<file path="config.mk">
export PLATFORM = sky130hd
export DESIGN_NAME = paged_stub_memory
export DESIGN_NICKNAME = d
export VERILOG_FILES = /design/src/rtl/paged_stub_memory.sv
export SDC_FILE = /design/constraint.sdc
export NUM_CORES = 1
export LEC_CHECK = 0
export CORE_MARGIN = 2
export CORE_UTILIZATION = 40
export CTS_CLUSTER_DIAMETER = 50
export DETAILED_ROUTE_END_ITERATION = 8
export DONT_BUFFER_PORTS = 1
export PLACE_DENSITY = 0.53
export REMOVE_ABC_BUFFERS = 1
export SLEW_MARGIN = 20
export SYNTH_ARGS = -nofsm -noshare
export SYNTH_HDL_FRONTEND = slang
export SYNTH_SLANG_ARGS = --single-unit
</file>
<file path="constraint.sdc">
create_clock -name clk -period 2.6 [get_ports clk]
set_input_delay 0.26 -clock clk [delete_from_list [all_inputs] [get_ports clk]]
set_output_delay 0.26 -clock clk [all_outputs]
set_load 0.01 [all_outputs]
</file>
<file path="src/rtl/paged_stub_memory.sv">
// BX-paged stub-pair memory: one producer writes the current BX page while
// consumers read any page together with its committed count and overflow flag.
module paged_stub_memory #(
  parameter int unsigned DATA_WIDTH = 12,
  parameter int unsigned ADDR_BITS  = 6,
  parameter int unsigned PAGE_BITS  = 1,
  parameter int unsigned TMUX       = 6
) (
  input  logic                           clk,
  input  logic                           reset,
  input  logic                           en_proc,
  input  logic [1:0]                     start,
  output logic [1:0]                     done,
  input  logic [DATA_WIDTH-1:0]          data_in,
  input  logic                           enable,
  input  logic [PAGE_BITS+ADDR_BITS-1:0] read_add,
  output logic [DATA_WIDTH-1:0]          data_out,
  output logic [ADDR_BITS:0]             number_out,
  output logic                           overflow_out
);

  localparam int unsigned NPAGES = 2 ** PAGE_BITS;
  localparam int unsigned DEPTH  = 2 ** ADDR_BITS;

  localparam logic [0:0] IDLE = 1'b0;
  localparam logic [0:0] RUN  = 1'b1;

  logic [0:0]                     state;
  logic [PAGE_BITS-1:0]           wp;
  logic [PAGE_BITS-1:0]           wp_next;
  logic [ADDR_BITS:0]             wcnt;
  logic [ADDR_BITS:0]             wcnt_next;
  logic [ADDR_BITS:0]             cnt [NPAGES];
  logic [NPAGES-1:0]              ovf;
  logic                           accept;
  logic                           do_write;
  logic                           page_full;
  logic [PAGE_BITS+ADDR_BITS-1:0] waddr;

  logic                           wr_en_q;
  logic [PAGE_BITS+ADDR_BITS-1:0] wr_addr_q;
  logic [DATA_WIDTH-1:0]          wr_data_q;

  logic [DATA_WIDTH-1:0]          mem [NPAGES*DEPTH];
  logic [DATA_WIDTH-1:0]          ram_q;
  logic [PAGE_BITS-1:0]           rpage;
  logic [1:0]                     dly [TMUX];

  // wcnt only ever reaches DEPTH, so its top bit alone marks a full page
  assign page_full = wcnt[ADDR_BITS];
  assign rpage     = read_add[PAGE_BITS+ADDR_BITS-1 -: PAGE_BITS];

  always_comb begin
    accept    = enable && en_proc && (state == RUN) && !start[1];
    wp_next   = wp;
    wcnt_next = wcnt;
    do_write  = 1'b0;
    waddr     = {wp, wcnt[ADDR_BITS-1:0]};
    if (start[0]) begin
      // an entry arriving with the strobe becomes entry 0 of the new page
      wp_next   = wp + 1'b1;
      wcnt_next = accept ? {{ADDR_BITS{1'b0}}, 1'b1} : '0;
      do_write  = accept;
      waddr     = {wp_next, {ADDR_BITS{1'b0}}};
    end else if (accept && !page_full) begin
      wcnt_next = wcnt + 1'b1;
      do_write  = 1'b1;
    end
  end

  always_ff @(posedge clk or posedge reset) begin
    if (reset) begin
      state     <= IDLE;
      wp        <= '1;
      wcnt      <= '0;
      ovf       <= '0;
      wr_en_q   <= 1'b0;
      wr_addr_q <= '0;
      wr_data_q <= '0;
      for (int unsigned i = 0; i < NPAGES; i++) cnt[i] <= '0;
    end else if (start[1]) begin
      state     <= IDLE;
      wp        <= '1;
      wcnt      <= '0;
      ovf       <= '0;
      wr_en_q   <= 1'b0;
      for (int unsigned i = 0; i < NPAGES; i++) cnt[i] <= '0;
    end else begin
      if (start[0]) state <= RUN;
      wp        <= wp_next;
      wcnt      <= wcnt_next;
      cnt[wp_next] <= wcnt_next;
      if (start[0]) ovf[wp_next] <= 1'b0;
      else if (accept && page_full) ovf[wp] <= 1'b1;
      wr_en_q   <= do_write;
      wr_addr_q <= waddr;
      wr_data_q <= data_in;
    end
  end

  // storage array carries no reset: validity is defined solely by the counts
  always_ff @(posedge clk) begin
    if (wr_en_q) mem[wr_addr_q] <= wr_data_q;
  end

  always_ff @(posedge clk or posedge reset) begin
    if (reset) begin
      ram_q        <= '0;
      data_out     <= '0;
      number_out   <= '0;
      overflow_out <= 1'b0;
    end else begin
      ram_q        <= mem[read_add];
      data_out     <= ram_q;
      number_out   <= cnt[rpage];
      overflow_out <= ovf[rpage];
    end
  end

  always_ff @(posedge clk or posedge reset) begin
    if (reset) begin
      for (int unsigned i = 0; i < TMUX; i++) dly[i] <= '0;
    end else begin
      dly[0] <= start;
      for (int unsigned i = 1; i < TMUX; i++) dly[i] <= dly[i-1];
    end
  end

  assign done = dly[TMUX-1];

endmodule

</file>
==> qor.json <==
{
  "die_width_um": 397.5,
  "groute.usage.overall": 0.1981,
  "fraction_of_power_consumed_by_the_clock_network": 0.424,
  "violations": "slew limit, setup timing",
  "synth-seq-cells": 1625,
  "wl_um": 157400,
  "first_global_vias": 29160,
  "hold_ws_ns": 0.03704,
  "finalWorstPathRequiredPeriod_ns": 4.654,
  "worst_slack_ns": -2.054,
  "cts_tree": "yes",
  "max_freq_mhz": 214.9,
  "timing.setup.tns_ns": -21.75,
  "finalNetCount": 2838,
  "hp-class": "input pin to async pin",
  "gr-total-overflow": 0,
  "postCtsResizedCells": 0,
  "place.gp.congestion": 0.7591,
  "dr_total_vias": 28230,
  "synth.cell_area_um2": 61940,
  "numClockSinks": 1625,
  "timing_worst_setup_path_type": "input pin to flop",
  "drtPass1Iterations": 5,
  "ios": 47,
  "synthesis.instances": 2561,
  "die_h_um": 397.5,
  "synth.yosys.warnings": 0,
  "timing.critical_path.fanout_max": 384,
  "worst_clock_skew_ns": 0.03281,
  "first_pass_grt_wire_length_um": 219100,
  "worst_r2r_startpoint": "mem[85][6]",
  "leakagePower_nw": 22.62,
  "synth.yosys.seq_area_share": 0.7806,
  "layout.core_utilization": 0.4690,
  "avgViaCountPerCell": 5.642,
  "worst_setup_path_start_kind": "input pin",
  "endpoint": "ram_q[6]",
  "fin_crit_sh": 1.790,
  "cts-buffers-inserted": 172,
  "maximum_number_of_pins_on_one_net_before_global_route_repair": 385,
  "timing.slew.headroom": -1.946,
  "worst-endpoint-required_ns": 3.28,
  "postSynth.asyncResetShare": 0.05477,
  "design.core.area_um2": 153900,
  "switching_share": 0.2160,
  "row_count": 144,
  "synthFlopType": "sky130_fd_sc_hd__edfxtp_1",
  "setup.reg_to_reg.worst_slack_ns": -0.02,
  "r2r-end": "ram_q[6]",
  "p_switching_mw": 12.03,
  "slew_viol_final": 337,
  "area.growth.synth_to_final_pct": 16.52,
  "mean_syn_cell_area_um2": 24.19,
  "cts.htree.levels": 4,
  "power_per_cell_area_nw_per_um2": 771.7,
  "irDropWorstVdd_mv": 0.7211,
  "setup_viol_count_final": 12,
  "clk_root_buffer_cell": "sky130_fd_sc_hd__clkbuf_16",
  "dp_hpwl_um": 83500,
  "multi_input_area_um2": 12960,
  "layout.cells.most_common": "sky130_fd_sc_hd__edfxtp_1",
  "commonest_cells_after_routing_fill_and_taps_aside": "1536 x sky130_fd_sc_hd__edfxtp_1, 504 x sky130_fd_sc_hd__mux4_2, 184 x sky130_fd_sc_hd__clkbuf_16",
  "status": "complete, but fails checks",
  "drt_drc_violations_left": 0,
  "clockBufferDepth": 3,
  "worst-r2r-cell-count": 4,
  "floorplan.die_area_um2": 158000,
  "hold_viol": 0,
  "worst-slew-pin-transition_ns": 4.419,
  "critical_path_startpoint": "read_add[2]",
  "detail_route.iter0.violations": 3198,
  "postRouteAntennaNets": 0,
  "synth_cell_types": 42,
  "total_power_mw": 55.69,
  "power.sequential.fraction": 0.533,
  "layout-drive-gt1-share": 0.3367,
  "edff_count_synth": 1536,
  "area.sequential_um2": 48400,
  "combinationalPowerShare": 0.044,
  "worst_skew_pair.late_latency_ns": 0.82,
  "intPower_mw": 43.66,
  "initial_utilization": 0.4026,
  "critical_path_arrival_ns": 5.34,
  "placement.io_buffers": 0,
  "drt-wirelength-per-cell_um": 31.46,
  "cts.reportedPaths.clkPinSlew_ns": 0.06,
  "dpl_worst_slack_ns": -0.3358,
  "antenna_found_initial": 16,
  "type_of_element_capturing_the_critical_path": "flop",
  "fill_cells": 12590,
  "max_cap_viols": 0
}
[metrics by stage]
step	instances	area, µm²
2_1_floorplan	2422	61300
3_3_place_gp	4642	66020
3_5_place_dp	4642	66020
4_1_cts	4982	71820
5_1_grt	4998	72160
6_report	5003	72170
[sequential cells by signal, indices dropped and copies added (netlist names), 2 cells and up]
register	cells
dly	10
ram_q	12
mem	1536
wr_addr_q	7
done	2
number_out	7
cnt	14
wcnt	7
wr_data_q	12
data_out	12
ovf	2
[synthesized netlist by cell type (4+ instances only)]
cell type | n | share of area
sky130_fd_sc_hd__buf_1 | 25 | 0.0015
sky130_fd_sc_hd__nor3_1 | 9 | 0.00073
sky130_fd_sc_hd__nand3_1 | 13 | 0.0011
sky130_fd_sc_hd__mux2_2 | 32 | 0.0058
sky130_fd_sc_hd__o21ai_0 | 4 | 0.00032
sky130_fd_sc_hd__o211ai_1 | 4 | 0.00048
sky130_fd_sc_hd__nor2b_1 | 6 | 0.00061
sky130_fd_sc_hd__clkbuf_1 | 67 | 0.0041
sky130_fd_sc_hd__edfxtp_1 | 1536 | 0.74
sky130_fd_sc_hd__inv_1 | 7 | 0.00042
sky130_fd_sc_hd__buf_2 | 28 | 0.0023
sky130_fd_sc_hd__o31ai_1 | 5 | 0.00061
sky130_fd_sc_hd__buf_4 | 16 | 0.0019
sky130_fd_sc_hd__dfrtp_1 | 88 | 0.036
sky130_fd_sc_hd__a22o_1 | 9 | 0.0013
sky130_fd_sc_hd__a21oi_1 | 8 | 0.00065
sky130_fd_sc_hd__mux4_2 | 504 | 0.18
sky130_fd_sc_hd__nor2_1 | 137 | 0.0083
sky130_fd_sc_hd__nand2_1 | 27 | 0.0016
[cells by family after synthesis]
family	count (synthesis)	share of synthesized area
XOR/XNOR	4	0.0005657
AND/OR/NAND/NOR	209	0.01416
adder cells (fa/ha/maj)	1	0.0002020
AO/OA/AOI/OAI	40	0.004606
multiplexers	536	0.1891
flip-flops	1625	0.7806
buffers and inverters	146	0.01075
[routing by layer]
| metal | vias up | share of wire | track usage |
|---|---|---|---|
| li1 | 11500 | - | - |
| met3 | 222 | 0.075 | 0.05210 |
| met1 | 15500 | 0.42 | 0.2721 |
| met2 | 1008 | 0.48 | 0.3092 |
| met4 | 2 | 0.027 | 0.06439 |
| met5 | - | 0.00094 | 0.006659 |
[worst min path at each step]
stage           startpoint      endpoint  slack (ns)  cells after the start
2_1_floorplan     start[0]       dly[10]        0.29                      0
3_3_place_gp         reset  wr_data_q[3]        0.27                      1
3_5_place_dp         reset  wr_data_q[8]        0.29                      1
4_1_cts        read_add[6]      ram_q[3]       0.002                      2
5_1_grt        read_add[3]      ram_q[2]       0.005                      2
6_report             reset  wr_data_q[8]        0.04                      2
[power groups by stage]
stage / logic [mW] / registers, mW / clock network (mW)
2_1_floorplan: 1.03 / 30.2 / 0
3_3_place_gp: 1.91 / 30.2 / 0
3_5_place_dp: 1.94 / 30.2 / 0
4_1_cts: 2.04 / 29.7 / 24.1
5_1_grt: 2.43 / 29.7 / 25.1
6_report: 2.43 / 29.7 / 23.6
[what timing repair did]
action / CTS / global route
setup buffers: 0 / 0
hold buffers: 26 / 1
endpoints found under the setup margin: 0 / 12
hold endpoints to repair: 156 / 1
[layout make-up]
cell class / instances / share of cell area
well taps: 2044 / 0.03544
diodes: 7 / 0.0002427
inverters: 7 / 0.0003987
repair buffers: 216 / 0.03760
clock buffers: 214 / 0.06356
clock inverters: 100 / 0.01264
flip-flops and latches: 1625 / 0.6706
multi-input cells: 790 / 0.1795
[critical path, cell delays in order]
cell	delay, ns
sky130_fd_sc_hd__mux4_2	1.30
sky130_fd_sc_hd__mux4_2	0.62
sky130_fd_sc_hd__mux4_2	0.69
sky130_fd_sc_hd__mux2_2	0.33
Note: power is estimated with default switching activity, not from simulation.
